### config.mk
export PLATFORM = sky130hd
export DESIGN_NAME = pipeline_hazard_ctrl
export DESIGN_NICKNAME = d
export VERILOG_FILES = /design/src/rtl/pipeline_hazard_ctrl.sv
export SDC_FILE = /design/constraint.sdc
export NUM_CORES = 1
export LEC_CHECK = 0
export CAP_MARGIN = 20
export CORE_MARGIN = 5
export CORE_UTILIZATION = 35
export DETAILED_ROUTE_END_ITERATION = 8
export HOLD_SLACK_MARGIN = 0.15
export PLACE_DENSITY = 0.82
export SYNTH_ARGS = -nofsm -noshare
export SYNTH_HDL_FRONTEND = slang
export SYNTH_SLANG_ARGS = --single-unit
export TNS_END_PERCENT = 50
### constraint.sdc
create_clock -name clk -period 2.65 [get_ports clk]
set_clock_uncertainty 0.05 [all_clocks]
set_input_delay 0.795 -clock clk [delete_from_list [all_inputs] [get_ports clk]]
set_output_delay 0.795 -clock clk [all_outputs]
set_load 0.02 [all_outputs]
### src/rtl/pipeline_hazard_ctrl.sv
// pipeline_hazard_ctrl
// Hazard and stall controller for a classic 5-stage in-order pipeline.
// Resolves data-memory freezes, taken-branch flushes and load-use bubbles
// with a fixed priority, and watches memory waits for a timeout fault.
// Optional build macro: HAZ_PERF_CNT_EN enables the saturating performance
// counters stall_cycles and flush_count (otherwise both read as 0).

module pipeline_hazard_ctrl #(
   parameter logic [7:0] TIMEOUT = 8'd255
) (
   input  logic        clk,
   input  logic        rst_n,
   input  logic        idex_MemRead,
   input  logic [4:0]  idex_rd,
   input  logic [4:0]  ifid_rs1,
   input  logic [4:0]  ifid_rs2,
   input  logic        ex_branch_taken,
   input  logic        dmem_req,
   input  logic        dmem_ready,
   output logic        pc_write,
   output logic        ifid_write,
   output logic        ifid_flush,
   output logic        ControlMux,
   output logic        pipe_hold,
   output logic        mem_timeout,
   output logic [31:0] stall_cycles,
   output logic [31:0] flush_count
);

   typedef enum logic [1:0] {
      RUN      = 2'd0,
      MEM_WAIT = 2'd1,
      FAULT    = 2'd2
   } state_t;

   state_t     state;
   state_t     state_next;
   logic [7:0] wait_cnt;
   logic [7:0] wait_cnt_next;

   logic freeze;
   logic load_use;

   // A ready in the same cycle as the request is a zero-wait access.
   assign freeze = dmem_req & ~dmem_ready;

   // x0 is hard-wired zero, so a load "writing" it never creates a hazard.
   assign load_use = idex_MemRead && (idex_rd != 5'd0) &&
                     ((idex_rd == ifid_rs1) || (idex_rd == ifid_rs2));

   // The fault flag is a direct decode of the sticky FAULT state.
   assign mem_timeout = (state == FAULT);

   // State register and wait counter; reset aborts any wait or fault.
   always_ff @(posedge clk or negedge rst_n) begin
      if (!rst_n) begin
         state    <= RUN;
         wait_cnt <= 8'd0;
      end else begin
         state    <= state_next;
         wait_cnt <= wait_cnt_next;
      end
   end

   // Next-state logic: count consecutive frozen cycles, fault on timeout.
   always_comb begin
      state_next    = state;
      wait_cnt_next = wait_cnt;
      case (state)
         RUN: begin
            if (freeze) begin
               state_next    = MEM_WAIT;
               wait_cnt_next = 8'd1;
            end
         end
         MEM_WAIT: begin
            if (!freeze) begin
               state_next    = RUN;
               wait_cnt_next = 8'd0;
            end else if (wait_cnt == TIMEOUT) begin
               // Counter holds here so it cannot wrap when TIMEOUT is 255.
               state_next = FAULT;
            end else begin
               wait_cnt_next = wait_cnt + 8'd1;
            end
         end
         FAULT: begin
            state_next = FAULT;
         end
         default: begin
            state_next    = RUN;
            wait_cnt_next = 8'd0;
         end
      endcase
   end

   // Output decode: fault, then freeze, then branch, then load-use.
   // While frozen the branch/load-use inputs persist, so they are simply
   // acted on once the freeze lifts.
   always_comb begin
      pc_write   = 1'b1;
      ifid_write = 1'b1;
      ifid_flush = 1'b0;
      ControlMux = 1'b0;
      pipe_hold  = 1'b0;
      if (state == FAULT || freeze) begin
         pc_write   = 1'b0;
         ifid_write = 1'b0;
         pipe_hold  = 1'b1;
      end else if (ex_branch_taken) begin
         ifid_flush = 1'b1;
         ControlMux = 1'b1;
      end else if (load_use) begin
         pc_write   = 1'b0;
         ifid_write = 1'b0;
         ControlMux = 1'b1;
      end
   end

`ifdef HAZ_PERF_CNT_EN
   logic [31:0] stall_cnt;
   logic [31:0] flush_cnt;

   // Saturating counters of PC-stalled cycles and IF/ID flush cycles.
   always_ff @(posedge clk or negedge rst_n) begin
      if (!rst_n) begin
         stall_cnt <= 32'd0;
         flush_cnt <= 32'd0;
      end else begin
         if (!pc_write && (stall_cnt != 32'hFFFF_FFFF))
            stall_cnt <= stall_cnt + 32'd1;
         if (ifid_flush && (flush_cnt != 32'hFFFF_FFFF))
            flush_cnt <= flush_cnt + 32'd1;
      end
   end

   assign stall_cycles = stall_cnt;
   assign flush_count  = flush_cnt;
`else
   assign stall_cycles = 32'd0;
   assign flush_count  = 32'd0;
`endif

endmodule
# After elaboration in Yosys (flattened, before gate mapping)

Cells that the tools add are included.

Register bits after elaboration: 10
Input port bits: 21
Word-level logic and storage cells: 39

$add $sub $neg: 1
Equality and inequality tests: 8
Mux-type cells: 17
Bitwise logic cells: 3
Reduce and logical (&&, ||, !) cells: 8

Operator list:

| kind                  | number |
|---|---|
| $mux W8               | 3 |
| $pmux W8 S3           | 1 |
| $eq A5 B5 Y1          | 2 |
| $mux W1               | 9 |
| $add A8 B1 Y8 const B | 1 |
| $eq A8 B8 Y1 const B  | 1 |
| $mux W2               | 3 |
| $ne A3 B3 Y1 const B  | 2 |
| $pmux W2 S3           | 1 |
| $reduce_bool A5 Y1    | 1 |
| $reduce_and A3 Y1     | 1 |
| $eq A2 B1 Y1 const B  | 1 |
| $eq A2 B2 Y1 const B  | 1 |
| $logic_and A1 B1 Y1   | 2 |
| $logic_not A2 Y1      | 1 |
| $logic_or A1 B1 Y1    | 2 |
| $ne A2 B2 Y1 const B  | 1 |
| $not A1 Y1            | 2 |
| $reduce_and A2 Y1     | 1 |
| $and A1 B1 Y1         | 1 |

# Longest topological paths before layout

Gate-level depths: netlist of the first run.

Depth in word-level cells: 6
Mapped depth: 5

# Worst setup path before layout of the first run

Ideal clock, no wire load.

Kind: input-to-output
From: in idex_rd[1]
To: out pc_write
Arrival: 1.912 ns
Required time: 1.805 ns
Slack: -0.107 ns
Cell stages on the path: 4
Path buffers: 1
Cells stage by stage: or4_1 > o21ai_1 > o31a_1 > buf_4

Cells in the longest elaborated chain, start to end: 6
Elaborated cells on any way between the ends: 9
Those cells by class: eq/ne: 2; mux: 3; reduce/logical: 4

RTL lines:

| element                                                          | RTL line | RTL |
|---|---|---|
| start: declaration                                               | 14       | `input logic [4:0] idex_rd,` |
| $eq A5 B5 Y1 / $reduce_bool A5 Y1 (equally long branches)        | 49, 48   |  |
| $logic_or A1 B1 Y1 / $logic_and A1 B1 Y1 (equally long branches) | 49, 48   |  |
| $logic_and A1 B1 Y1 *                                            | 48       | `assign load_use = idex_MemRead && (idex_rd != 5'd0) &&` |
| $mux W1 * (3 in a row)                                           | n/a      |  |
| end: declaration                                                 | 20       | `output logic pc_write,` |

Every way passes the cells marked *; elsewhere a longest branch is shown, timed or not.

# Worst setup path after layout of the first run

From: in idex_rd[2]
To: out ControlMux

Cells in the longest elaborated chain, start to end: 6
Elaborated cells on any way between the ends: 9
Those cells by class: eq/ne: 2; mux: 3; reduce/logical: 4

RTL lines:

| element                                                          | RTL line | RTL |
|---|---|---|
| $eq A5 B5 Y1 / $reduce_bool A5 Y1 (equally long branches)        | 49, 48   |  |
| $logic_or A1 B1 Y1 / $logic_and A1 B1 Y1 (equally long branches) | 49, 48   |  |
| $logic_and A1 B1 Y1 *                                            | 48       |  |
| $mux W1 *                                                        | 113      | `end else if (load_use) begin` |
| $mux W1 *                                                        | 110      | `end else if (ex_branch_taken) begin` |
| $mux W1 *                                                        | 106      | `if (state == FAULT \|\| freeze) begin` |
| end: declaration                                                 | 23       | `output logic ControlMux,` |

Marked as above.

==> impl_metrics.py, run 1 <==
metrics = {
    "synthesis": {
        "yosys.area_share.simple_pct": 17.3,
        "avgSynthCellArea_um2": 8.18,
        "synth_compound_area_share_pct": 11.0,
        "synth-seq-area-share_pct": 20.3,
        "yosysWarnings": 0,
        "muxShareOfSynthArea_pct": 0.811,
        "yosys-top-cells-area": "buf_4, dfrtp_1, xor2_1, nand2_1, o211ai_1",
        "synth_xor_area_share_pct": 7.80,
        "ys_ff_latch": 10,
        "synth_top_area_cell": "buf_4",
        "synth_top_family_by_area": "buffers and inverters",
        "synth-edff-count": 0,
        "synth_cell_type_count": 35,
        "ys.flop_type": "dfrtp_1",
        "synth_fa_ha_area_share_pct": 1.01,
        "synth_top_area_share_pct": 39.5,
        "syn_inst": 151,
        "synth_area_um2": 1230,
        "yosysMostFrequentCell": "buf_4",
        "async_flop_share_pct": 100,
        "ys_top_cells_by_count": "buf_4, dfrtp_1, xor2_1",
    },
    "placed_design": {
        "numPortBuffers": 26,
        "gp_congestion": 0.871,
        "placed_cells": 233,
        "hpwl_mm": 2.29,
        "placed_cell_area_um2": 1390,
    },
    "status": {
        "status": "finished with violations",
        "violations": "setup timing",
    },
    "clock_tree": {
        "cts.clk_slew.worst_paths_ps": 60,
        "cts_buffers": 3,
        "clock-sinks": 10,
        "clock_latency_ps": 270,
        "post_cts_buffers": 0,
        "cts_tree": "yes",
        "cts_hold_buf": 0,
        "ctsRootBufferMaster": "clkbuf_4",
        "cts_buffer_depth": 2,
        "cts.htree.levels": 1,
    },
    "grt": {
        "grt_usage_pct": 10.7,
        "antenna_found_initial": 0,
        "grt_pass1_vias": 914,
        "grt_max_degree": 11,
        "gr-total-overflow": 0,
        "grt_pass1_wl_mm": 4.28,
    },
    "layout": {
        "area_delta_synth_final_pct": 15.7,
        "diodes": 0,
        "final_util_pct": 42.2,
        "drive_gt1_share_pct": 18.4,
        "stdcell_count": 236,
        "fin_area_um2": 1430,
        "nets": 214,
    },
    "detailed_routing": {
        "via_per_inst": 3.97,
        "drcViolationCount": 0,
        "via_count": 938,
        "routedWlPerCell_um": 11.5,
        "finalWirelength_mm": 2.71,
        "first_pass_iters": 4,
        "initialDrtViolationCount": 5,
        "antenna_left": 0,
    },
    "job": {
        "drv_cap": 0,
    },
    "pwr": {
        "power_density_nw_per_um2": 322,
        "ir_drop_v": 0.000159,
        "p_leak_nw": 0.738,
        "power_uw": 459,
    },
    "floorplanning": {
        "fp.dieW_um": 69.4,
        "die_area_um2": 4820,
        "io_pins": 91,
        "core_area_um2": 3390,
        "die_h_um": 69.4,
        "rows": 21,
        "initial_utilization_pct": 36.4,
    },
    "sta": {
        "setup_viol": 3,
        "rsz0062_at_grt": "yes",
        "max_freq_mhz": 361,
        "finalWorstSetupSlack_ps": -119,
        "timing.final.hold_violations": 0,
        "finalCriticalPeriod_ps": 2770,
        "tns_ps": -331,
        "slew_violations": 0,
        "period_share_pct": 105,
    },
    "critical_path": {
        "arrival_ps": 1920,
        "path_max_fanout": 2,
        "cp_data_required_time_ps": 1810,
        "r2r_cells": 5,
        "worst_r2r_endpoint": "wait_cnt[7]",
        "critical_path_class": "in -> out",
        "r2r_setup_slack_ps": 880,
        "r2r-start": "state[1]",
        "start_kind": "primary input",
        "cp-end-kind": "output port",
    },
    "min_path": {
        "min_path_cells": 2,
        "hold_start": "wait_cnt[6]",
        "holdCritPathClass": "reg -> reg",
        "min_to": "wait_cnt[6]",
    },
}
[how the worst max path moves through the flow]
| stage | to | startpoint | slack (ps) |
|---|---|---|---|
| global route | ControlMux | idex_rd[2] | -160 |
| CTS | ifid_write | idex_rd[2] | -90 |
| floorplan | pc_write | idex_rd[1] | -110 |
| global placement | ifid_write | idex_rd[1] | -870 |
| finish | ControlMux | idex_rd[2] | -120 |
| detailed placement | ifid_write | idex_rd[1] | -890 |
[cell families (layout without fill, tap and decap cells)]
| kind of cell | after synthesis | in the layout |
|---|---|---|
| adder cells (fa/ha/maj) | 1 | 1 |
| AO/OA/AOI/OAI | 21 | 21 |
| buffers and inverters | 71 | 47 |
| AND/OR/NAND/NOR | 35 | 35 |
| multiplexers | 1 | 1 |
| XOR/XNOR | 11 | 11 |
| flip-flops | 10 | 10 |
| other | 1 | 64 |
[power by group]
| part | switching, mW | internal (mW) |
|---|---|---|
| combinational | 0.133 | 0.0597 |
| sequential | 0.00342 | 0.157 |
| clock | 0.0542 | 0.0526 |
[worst max-delay path: stages]
cell	delay, ps
buf_6	90
or4_4	540
o21ai_4	150
buf_4	130
o31ai_2	60
buf_4	160
[routing by layer]
metal / vias to the layer above / wire, um / GRT usage, % / share of wire, %
met5: - / 0 / 0 / 0
met4: 0 / 29 / 3.90 / 1.1
met3: 2 / 175 / 1.16 / 6.5
met2: 35 / 1600 / 22.5 / 59
met1: 436 / 903 / 10.3 / 33
li1: 465 / - / - / -
[state kept, by name (all words and copies together), names as in the netlist]
name,cells
wait_cnt,8
state,2
[final cells by class]
class                           count  area, um^2
Fill cell                         351        1960
Timing Repair Buffer               39         337
Multi-Input combinational cell    133         743
Sequential cell                    10         250
Inverter                            5        18.8
Tap cell                           46        57.6
Clock buffer                        3        22.5
[cells in the final DEF, fill, tap and decap left out, types with 3 or more instances in the layout]
cell	n
nor2_1	4
xor2_1	10
dlygate4sd2_1	8
buf_6	4
inv_1	4
buf_2	3
o211ai_1	4
dfrtp_1	10
buf_4	15
o21ai_0	3
clkdlybuf4s50_1	4
conb_1	64
nand2_1	8
clkdlybuf4s15_1	3
o22ai_1	3
nand3_1	5
clkbuf_4	3
[per-stage QoR]
step                setup slack, ps  hold WS [ps]
floorplan                      -107           449
global placement               -873           493
detailed placement             -888           510
CTS                           -92.4           526
global route                   -164           564
finish                         -119           531
[repair_timing]
item                       in CTS  in global routing
pin swaps                      15                  1
setup endpoints to repair       5                  4
resized for setup              66                  4
(Power assumes the default switching activity.)
==> run 2: changes to the inputs <==
CTS_CLUSTER_SIZE = 20   (was unset)
==> results of run 2 <==
Final layout, timing and power as in run 1 (identical DEF).
